<file path="src/rtl/piso_shiftregister.sv">
// Parallel-in / serial-out shift register.
// Accepts a WIDTH-bit word through a valid/ready handshake and presents it
// one bit per cycle on sout, MSB or LSB first. A new word may be accepted
// in the cycle that carries the final bit of the current one, giving a
// gap-free serial stream.
module piso_shiftregister #(
    parameter int WIDTH     = 4,
    parameter int MSB_FIRST = 1
) (
    input  logic             clk,
    input  logic             rst,
    input  logic [WIDTH-1:0] pin,
    input  logic             load_valid,
    output logic             load_ready,
    output logic             sout,
    output logic             sout_valid,
    output logic             done
);

    localparam int CW = (WIDTH > 2) ? $clog2(WIDTH) : 1;
    localparam logic [CW-1:0] CNT_LAST = CW'(WIDTH - 1);

    typedef enum logic {
        IDLE  = 1'b0,
        SHIFT = 1'b1
    } state_t;

    state_t           state, state_n;
    logic [WIDTH-1:0] shreg, shreg_n;
    logic [CW-1:0]    cnt, cnt_n;
    logic             sout_n;
    logic             sout_valid_n;
    logic             done_n;
    logic             accept;

    // Bit that leaves the word first, according to the configured order.
    function automatic logic head_bit(input logic [WIDTH-1:0] w);
        if (MSB_FIRST != 0) begin
            return w[WIDTH-1];
        end
        return w[0];
    endfunction

    // Word with the head bit removed, moving the next bit into head position.
    function automatic logic [WIDTH-1:0] shift_word(input logic [WIDTH-1:0] w);
        if (MSB_FIRST != 0) begin
            return {w[WIDTH-2:0], 1'b0};
        end
        return {1'b0, w[WIDTH-1:1]};
    endfunction

    // Ready while idle or while the final bit of the current word is out.
    assign load_ready = (state == IDLE) || (cnt == '0);
    assign accept     = load_valid && load_ready;

    // Next-state and next-output logic; outputs default to the idle pattern.
    always_comb begin
        state_n      = state;
        shreg_n      = shreg;
        cnt_n        = cnt;
        sout_n       = 1'b0;
        sout_valid_n = 1'b0;
        done_n       = 1'b0;

        if (accept) begin
            // Capture the word and launch its first bit on the next cycle.
            state_n      = SHIFT;
            shreg_n      = pin;
            cnt_n        = CNT_LAST;
            sout_n       = head_bit(pin);
            sout_valid_n = 1'b1;
        end else if (state == SHIFT) begin
            if (cnt != '0) begin
                shreg_n      = shift_word(shreg);
                cnt_n        = cnt - CW'(1);
                sout_n       = head_bit(shift_word(shreg));
                sout_valid_n = 1'b1;
                done_n       = (cnt == CW'(1));
            end else begin
                // Final bit was presented and nothing followed it.
                state_n = IDLE;
            end
        end
    end

    // State, datapath and registered outputs; reset aborts any word in flight.
    always_ff @(posedge clk or posedge rst) begin
        if (rst) begin
            state      <= IDLE;
            shreg      <= '0;
            cnt        <= '0;
            sout       <= 1'b0;
            sout_valid <= 1'b0;
            done       <= 1'b0;
        end else begin
            state      <= state_n;
            shreg      <= shreg_n;
            cnt        <= cnt_n;
            sout       <= sout_n;
            sout_valid <= sout_valid_n;
            done       <= done_n;
        end
    end

endmodule

</file>
<file path="config.mk">
export PLATFORM = sky130hd
export DESIGN_NAME = piso_shiftregister
export DESIGN_NICKNAME = d
export VERILOG_FILES = /design/src/rtl/piso_shiftregister.sv
export SDC_FILE = /design/constraint.sdc
export NUM_CORES = 1
export LEC_CHECK = 0
export CORE_ASPECT_RATIO = 0.8
export CORE_MARGIN = 2
export CORE_UTILIZATION = 24
export DETAILED_ROUTE_END_ITERATION = 8
export PLACE_DENSITY_LB_ADDON = 0.25
export SYNTH_ARGS = -nofsm -noshare
export SYNTH_HDL_FRONTEND = slang
export SYNTH_SLANG_ARGS = --single-unit
</file>
<file path="constraint.sdc">
create_clock -name clk -period 1.5 [get_ports clk]
set_clock_uncertainty 0.05 [all_clocks]
set_input_delay 0.15 -clock clk [delete_from_list [all_inputs] [get_ports clk]]
set_output_delay 0.15 -clock clk [all_outputs]
set_load 0.01 [all_outputs]
</file>
* Yosys cells after proc, flatten, opt, wreduce, memory -nomap -nowiden
Cells that the tools add are included.
** Word-level totals
- Register bits :: 9
- Input bits :: 7
- Output and inout bits :: 4
** Cells by class
- $add $sub $neg :: 1
- Equality and inequality tests :: 1
- Mux-type cells :: 22
- Bitwise logic cells :: 1
- Reductions and logical operators :: 7
** Operators with widths (count)
- 4-bit 2-to-1 mux :: 4
- 1-bit 2-to-1 mux :: 15
- 2-bit 2-to-1 mux :: 3
- 2-bit nonzero test :: 3
- 2-bit by 1-bit equality test with 1-bit output (second input constant) :: 1
- 2-bit zero test :: 1
- 2-bit AND reduction :: 1
- 2-bit by 1-bit subtractor with 2-bit output (second input constant) :: 1
- 1-bit logical AND :: 1
- 1-bit logical OR :: 1
- 1-bit inverter :: 1

* Longest topological paths before layout
Gate-level depths: netlist (run 1).
- Depth in word-level cells :: 9
- Gate-level depth with buffers :: 6
- Mapped depth without buffers :: 5

* Worst setup path before layout (run 1)
Ideal clock, no wire load.
- Path type :: flip-flop to output port
- From :: register cnt[0]
- To :: output load_ready
- Data arrival time :: 1018 ps
- Data required time :: 1300 ps
- Setup slack :: 282 ps
- Cell stages (with the launch flop) :: 6
- Path through :: dfrtp_1 -> inv_1 -> ha_1 -> nor2b_4 -> buf_8 -> inv_1
** Between the ends
- Longest elaborated chain between the ends :: 2
** RTL lines
- start, declared :: RTL line 30 : logic [CW-1:0] cnt, cnt_n;
- start signal, assigned :: RTL line 98 : cnt <= cnt_n;
- 2-bit zero test :: RTL line 53 : assign load_ready = (state == IDLE) || (cnt == '0);
- 1-bit logical OR :: RTL line 53
- end, declared :: RTL line 14 : output logic load_ready,
No other way between the ends.

==> results of run 1 <==
-- metal layers --
| metal | routed length (µm) | global-route usage | vias to the layer above |
|---|---|---|---|
| met1 | 319 | 0.0917 | 116 |
| li1 | - | - | 144 |
| met4 | 0 | 0.0417 | 0 |
| met2 | 241 | 0.107 | 10 |
| met5 | 0 | 0 | - |
| met3 | 77 | 0.0746 | 0 |
-- cell usage in the layout (no fill, tap or decap) --
cell             netlist  routed
ha_2                   0       1
ha_1                   2       1
o21ai_2                3       3
clkbuf_2               0       1
buf_4                  0       2
inv_1                  4       4
nand2_1                2       2
mux2i_1                3       3
nor2b_4                1       1
a21oi_2                2       2
clkbuf_4               0       3
nor2_1                 1       1
nand2_2                3       3
clkdlybuf4s50_1        0       9
or2_1                  1       1
a21oi_1                1       1
nor3_1                 2       2
dfrtp_1                8       8
-- power groups by stage --
stage / combinational (mW) / sequential (mW) / clock, mW
finish: 0.489 / 0.347 / 0.160
global route: 0.546 / 0.361 / 0.184
CTS: 0.505 / 0.349 / 0.171
detailed placement: 0.509 / 0.353 / 0
global placement: 0.504 / 0.351 / 0
floorplan: 0.332 / 0.373 / 0
-- Yosys cell counts (all sizes together) --
cell type / number / area share
dfrtp: 8 / 0.50
a21oi: 3 / 0.056
nand2: 5 / 0.066
mux2i: 3 / 0.075
or2: 1 / 0.016
buf: 2 / 0.050
nor2: 1 / 0.0094
nor2b: 1 / 0.034
nor3: 2 / 0.025
inv: 4 / 0.038
o21ai: 3 / 0.066
ha: 2 / 0.063
-- final timing paths --
kind | start | to | slack [ps] | depth (start not counted)
hold reg to reg | shreg[1]$_DFFE_PP0P_ | shreg[2]$_DFFE_PP0P_ | 430 | 2
min in group clk | pin[3] | sout$_DFF_PP0_ | 410 | 3
hold / removal | rst | cnt[0]$_DFFE_PP0P_ | 90 | 2
setup reg to reg | cnt[1]$_DFFE_PP0P_ | cnt[1]$_DFFE_PP0P_ | 240 | 6
max in group asynchronous | rst | shreg[2]$_DFFE_PP0P_ | 1070 | 2
setup / recovery | state$_DFF_PP0_ | sout_valid | 150 | 1
-- metrics by stage --
| stage | std cells | util | hold WS (ps) |
|---|---|---|---|
| 2_1_floorplan | 35 | - | -84.3 |
| 5_1_grt | 70 | 0.340 | 122 |
| 6_report | 70 | 0.340 | 92.5 |
| 3_5_place_dp | 67 | 0.327 | 376 |
| 4_1_cts | 70 | 0.342 | 100 |
| 3_3_place_gp | 67 | 0.327 | 370 |
-- flip-flops by register name (all words and copies together), names as in the netlist --
name / count
sout: 1
state: 1
cnt: 2
shreg: 3
done: 1
-- area by class of cell --
| class | instances | area (µm²) | share of cell area |
|---|---|---|---|
| inverters | 4 | 15.0 | 0.0277 |
| clock buffers | 3 | 22.5 | 0.0416 |
| well taps | 22 | 27.5 | 0.0508 |
| multi-input cells | 21 | 166 | 0.307 |
| flip-flops and latches | 8 | 200 | 0.370 |
| repair buffers | 12 | 110 | 0.203 |
-- cells by family (layout without fill, tap and decap cells) --
family,count (synthesis),in the layout,synth area share
AOI/OAI and AO/OA,6,6,0.122
muxes,3,3,0.0752
and+or+nand+nor,10,10,0.150
buffers and inverters,6,19,0.0877
adders and majority gates,2,2,0.0627
DFF,8,8,0.502
-- what timing repair did --
item,CTS,global route
hold buffers,0,0
setup endpoints to repair,1,1
resized for setup,2,2
==> metrics, run 1 <==
outcome complete, no violations; initial antenna violation count 0; clock power share 0.161; setup TNS 0 ps; Setup Crit Path Kind reg2out; Die Wd 49.6 µm; DRT Pass-1 Iters 2; CP Data Required Time roughly 1300 ps; cell breakdown of the critical path clkdlybuf4s50_1; IO Pins 11; highest net fanout along the worst path 3; Initial Util 0.250; Total GRT Usage 0.0828; NumNets Final between 50 and 60; Startpoint Class flop; Detail Route Antenna Nets 0; cts bufs inserted 3; Sw Share 0.352; H-tree depth 1; vias in the first global route 240; P_int about 650 µW; Slew Limit Fails 0; DR WL/cell slightly above 9 µm; GPL Wtd Cong approximately 0.63; Final WS setup about 150 ps; Slowest-stage cell, CP clkdlybuf4s50_1; via count 270; Leakage roughly 0.26 nW; post-route cell area 542 µm²; Top delay family on crit path buffers and inverters; CTS tree built; RSZ-0062 raised after global routing false; Die ar. 2010 µm²; core footprint 1590 µm²; Sequential Power Share 0.349; Rows 13; share of cells above drive strength 1 0.333; FMAX 0.738 GHz; Detail Placement HPWL between 400 and 500 µm; Fill cells about 190; Slew HR 0.758; Netlist cell types 15; Mapped Nets between 40 and 50; Area Growth Syn to Fin 35.7%; actual slew at the worst max-slew pin ~360 ps; Port Buf Inserts 10; power per cell area ~1800 nW/µm²; Longest Clk Path Bufs 2; Logic pwr share 0.491; first-pass GRT wire length around 1100 µm; Synth Cell Area approximately 400 µm²; Final setup viols 0; Die H 40.5 µm; CP endpoint kind output pin; Max IR drop VDD slightly below 800 µV; sequential-to-total area share from yosys stat 0.502; DRC 0; CTS Root Cell clkbuf_4; syn avg cell area ~11 µm²; Final Total Pwr ~1000 µW; Seq cells post-synth 8; via/cell ratio 3.86; switching pwr approximately 350 µW; Post-Syn Instances 35; Worst-path clk slew 50 ps; Final Critical Period about 1400 ps; WP data arrival around 1200 ps; drt initial violations 5; Clk Latency, worst-skew pair between 200 and 300 ps; max cap viols 0; Worst path max stage delay 540 ps; dpl ws approximately 45 ps; largest net degree at the start of global routing 13; CTS sink cnt 8; final wirelength 637 µm; Overflow after GRT 0; Yosys Warn Count 0; min-delay worst type in2async; Hold Vio Cnt, Final 0; n_diodes 0; Buf/Inv on CP 1; placed inst area between 500 and 600 µm²; postcts setup bufs 0; Tcrit/Tclk final 0.903
Power figures use the tool's default switching activity.
==> inputs of run 2 (changes only) <==
Clock period 1.5 ns to 1.4 ns, I/O delays scaled along.
==> run 2 against run 1 <==
  * Clock power is 9% higher
  * Critical endpoint is now load_ready
  * Routed wire length is 9.6% higher
  * Via count is 5.9% higher
  * Largest cell class unchanged
  * Largest power group unchanged
  * Setup slack worse by 64 ps
  * Combinational power is 19% higher
==> metrics, run 2 (synthesis gave the netlist of run 1 again) <==
H-tree depth 1 (unchanged); CTS Root Cell clkbuf_4; placed inst area 552 µm² (+5.8%); fin util 0.365 (+0.0251); Hold Vio Cnt, Final 0 (unchanged); Area Growth Syn to Fin 45.8%; Fill cells 184 (-2.6%); DRT Pass-1 Iters 1 (-1); share of cells above drive strength 1 0.396 (+0.0629); Slew Limit Fails 0 (unchanged); via count 286 (+5.9%); via/cell ratio 3.81 (-1.1%); cell breakdown of the critical path inv_1 > ha_2 > nor2b_4 > inv_1 > buf_2; Final Critical Period approximately 1300 ps; Final WS setup 80.7 ps (-64.4 ps); GPL Wtd Cong 0.638 (+2.0%); Detail Route Antenna Nets 0 (unchanged); core footprint 1590 µm² (unchanged); max cap viols 0 (unchanged); drt initial violations 0 (-5); actual slew at the worst max-slew pin 323 ps (-39.4 ps); Startpoint Class flop; min-delay worst type in2async; most frequent cells in the layout 8 x dfrtp_1, 8 x clkdlybuf4s50_1, 7 x buf_4, 4 x inv_1; Clk Latency, worst-skew pair 250 ps (about the same); CTS sink cnt 8 (unchanged); Die ar. 2010 µm² (unchanged); largest net degree at the start of global routing 13 (unchanged); highest net fanout along the worst path 2 (-1); DR WL/cell 9.31 µm (+2.3%); NumNets Final 64 (+8.5%); Worst path max stage delay 350 ps (-190 ps); CTS tree built; WP data arrival 1130 ps (-20 ps); Port Buf Inserts 10 (unchanged); DRC 0 (unchanged); Detail Placement HPWL 551 µm (+11%); Final setup viols 0 (unchanged); final wirelength 698 µm (+9.6%); n_diodes 0 (unchanged); Tcrit/Tclk final 0.942; CP Data Required Time 1210 ps (-90 ps); Die Wd 49.6 µm (unchanged); Total GRT Usage 0.0888 (+0.00593); CP endpoint kind output pin; Slew HR 0.784 (+0.0268); Leakage 0.286 nW (+11%); Longest Clk Path Bufs 2 (unchanged); Max IR drop VDD 887 µV (+15%); Die H 40.5 µm (unchanged); Worst-path clk slew 50 ps (about the same); Biggest register shreg; outcome complete, no violations; Initial Util 0.250 (unchanged); Overflow after GRT 0 (unchanged); biggest regs shreg: 3 flops, cnt: 2 flops; Setup Crit Path Kind reg2out; power per cell area 1940 nW/µm² (+5.6%); setup TNS 0 ps (unchanged); post-route cell area 582 µm² (+7.4%); IO Pins 11 (unchanged); vias in the first global route 243 (+1.3%); Slowest-stage cell, CP dfrtp_1; Rows 13 (unchanged); dpl ws -52.3 ps (-97.1 ps); cts bufs inserted 3 (unchanged); RSZ-0062 raised after global routing false; max reg flops 3 (unchanged); Final Total Pwr 1.13 mW (+13%); cell mode on critical path inv_1; first-pass GRT wire length 1130 µm (+5.8%); initial antenna violation count 0 (unchanged); FMAX roughly 0.76 GHz
## run 2: changes by cell type in the layout (fill, tap and decap cells not counted)
cell,change
buf_2,+1
dlymetal6s2s_1,+1
clkbuf_2,-1
buf_4,+5
clkdlybuf4s50_1,-1
## run 2: routing by layer
| metal | GRT usage | vias up | part of all wire |
|---|---|---|---|
| met5 | 0 | - | 0 |
| met2 | 0.120 | 10 | 0.43 |
| met3 | 0.0597 | 0 | 0.072 |
| met4 | 0.0625 | 0 | 0 |
| li1 | - | 147 | - |
| met1 | 0.101 | 129 | 0.49 |
## run 2: area by class of cell
class                   count  area (µm²)  area share
clock buffers               3        22.5      0.0387
inverters                   4        15.0      0.0258
multi-input cells          21         166       0.286
flip-flops and latches      8         200       0.344
well taps                  22        27.5      0.0473
repair buffers             17         150       0.258
## run 2: worst max-delay path, delay by kind of cell, from the launching register on
family	cells	cell delay (ps)
buffers and inverters	3	220
and+or+nand+nor	1	120
adders and majority gates	1	200
DFF	1	350
## run 2: timing repair
action                     CTS  global route
setup endpoints to repair    1             1
resized for setup            5             1
pin swaps                    0             0
hold buffers                 0             0
setup buffers                1             0
## run 2: stage by stage
stage          hold slack (ps)  instances
2_1_floorplan            -94.3         35
3_3_place_gp               366         71
3_5_place_dp               365         71
4_1_cts                   89.5         75
5_1_grt                   98.3         75
6_report                  90.1         75
## run 2: final timing paths
path | from | to | slack, ps | cells after the start
max reg2reg | cnt[1]$_DFFE_PP0P_ | cnt[1]$_DFFE_PP0P_ | 130 | 6
min reg2reg | shreg[0]$_DFFE_PP0P_ | shreg[1]$_DFFE_PP0P_ | 430 | 2
max in group asynchronous | rst | shreg[1]$_DFFE_PP0P_ | 970 | 2
max | cnt[0]$_DFFE_PP0P_ | load_ready | 80 | 5
min | rst | sout$_DFF_PP0_ | 90 | 2
min in group clk | pin[3] | sout$_DFF_PP0_ | 400 | 3
## run 2: where the power goes
| part | internal [mW] | switching, mW |
|---|---|---|
| clock | 0.0980 | 0.0764 |
| combinational | 0.310 | 0.271 |
| sequential | 0.328 | 0.0473 |
==> inputs of run 3 (changes only) <==
Settings changed: ABC_CLOCK_PERIOD_IN_PS from default to 1400.
==> results of run 3 <==
The final DEF is identical to that of run 2; final timing and power are the same.
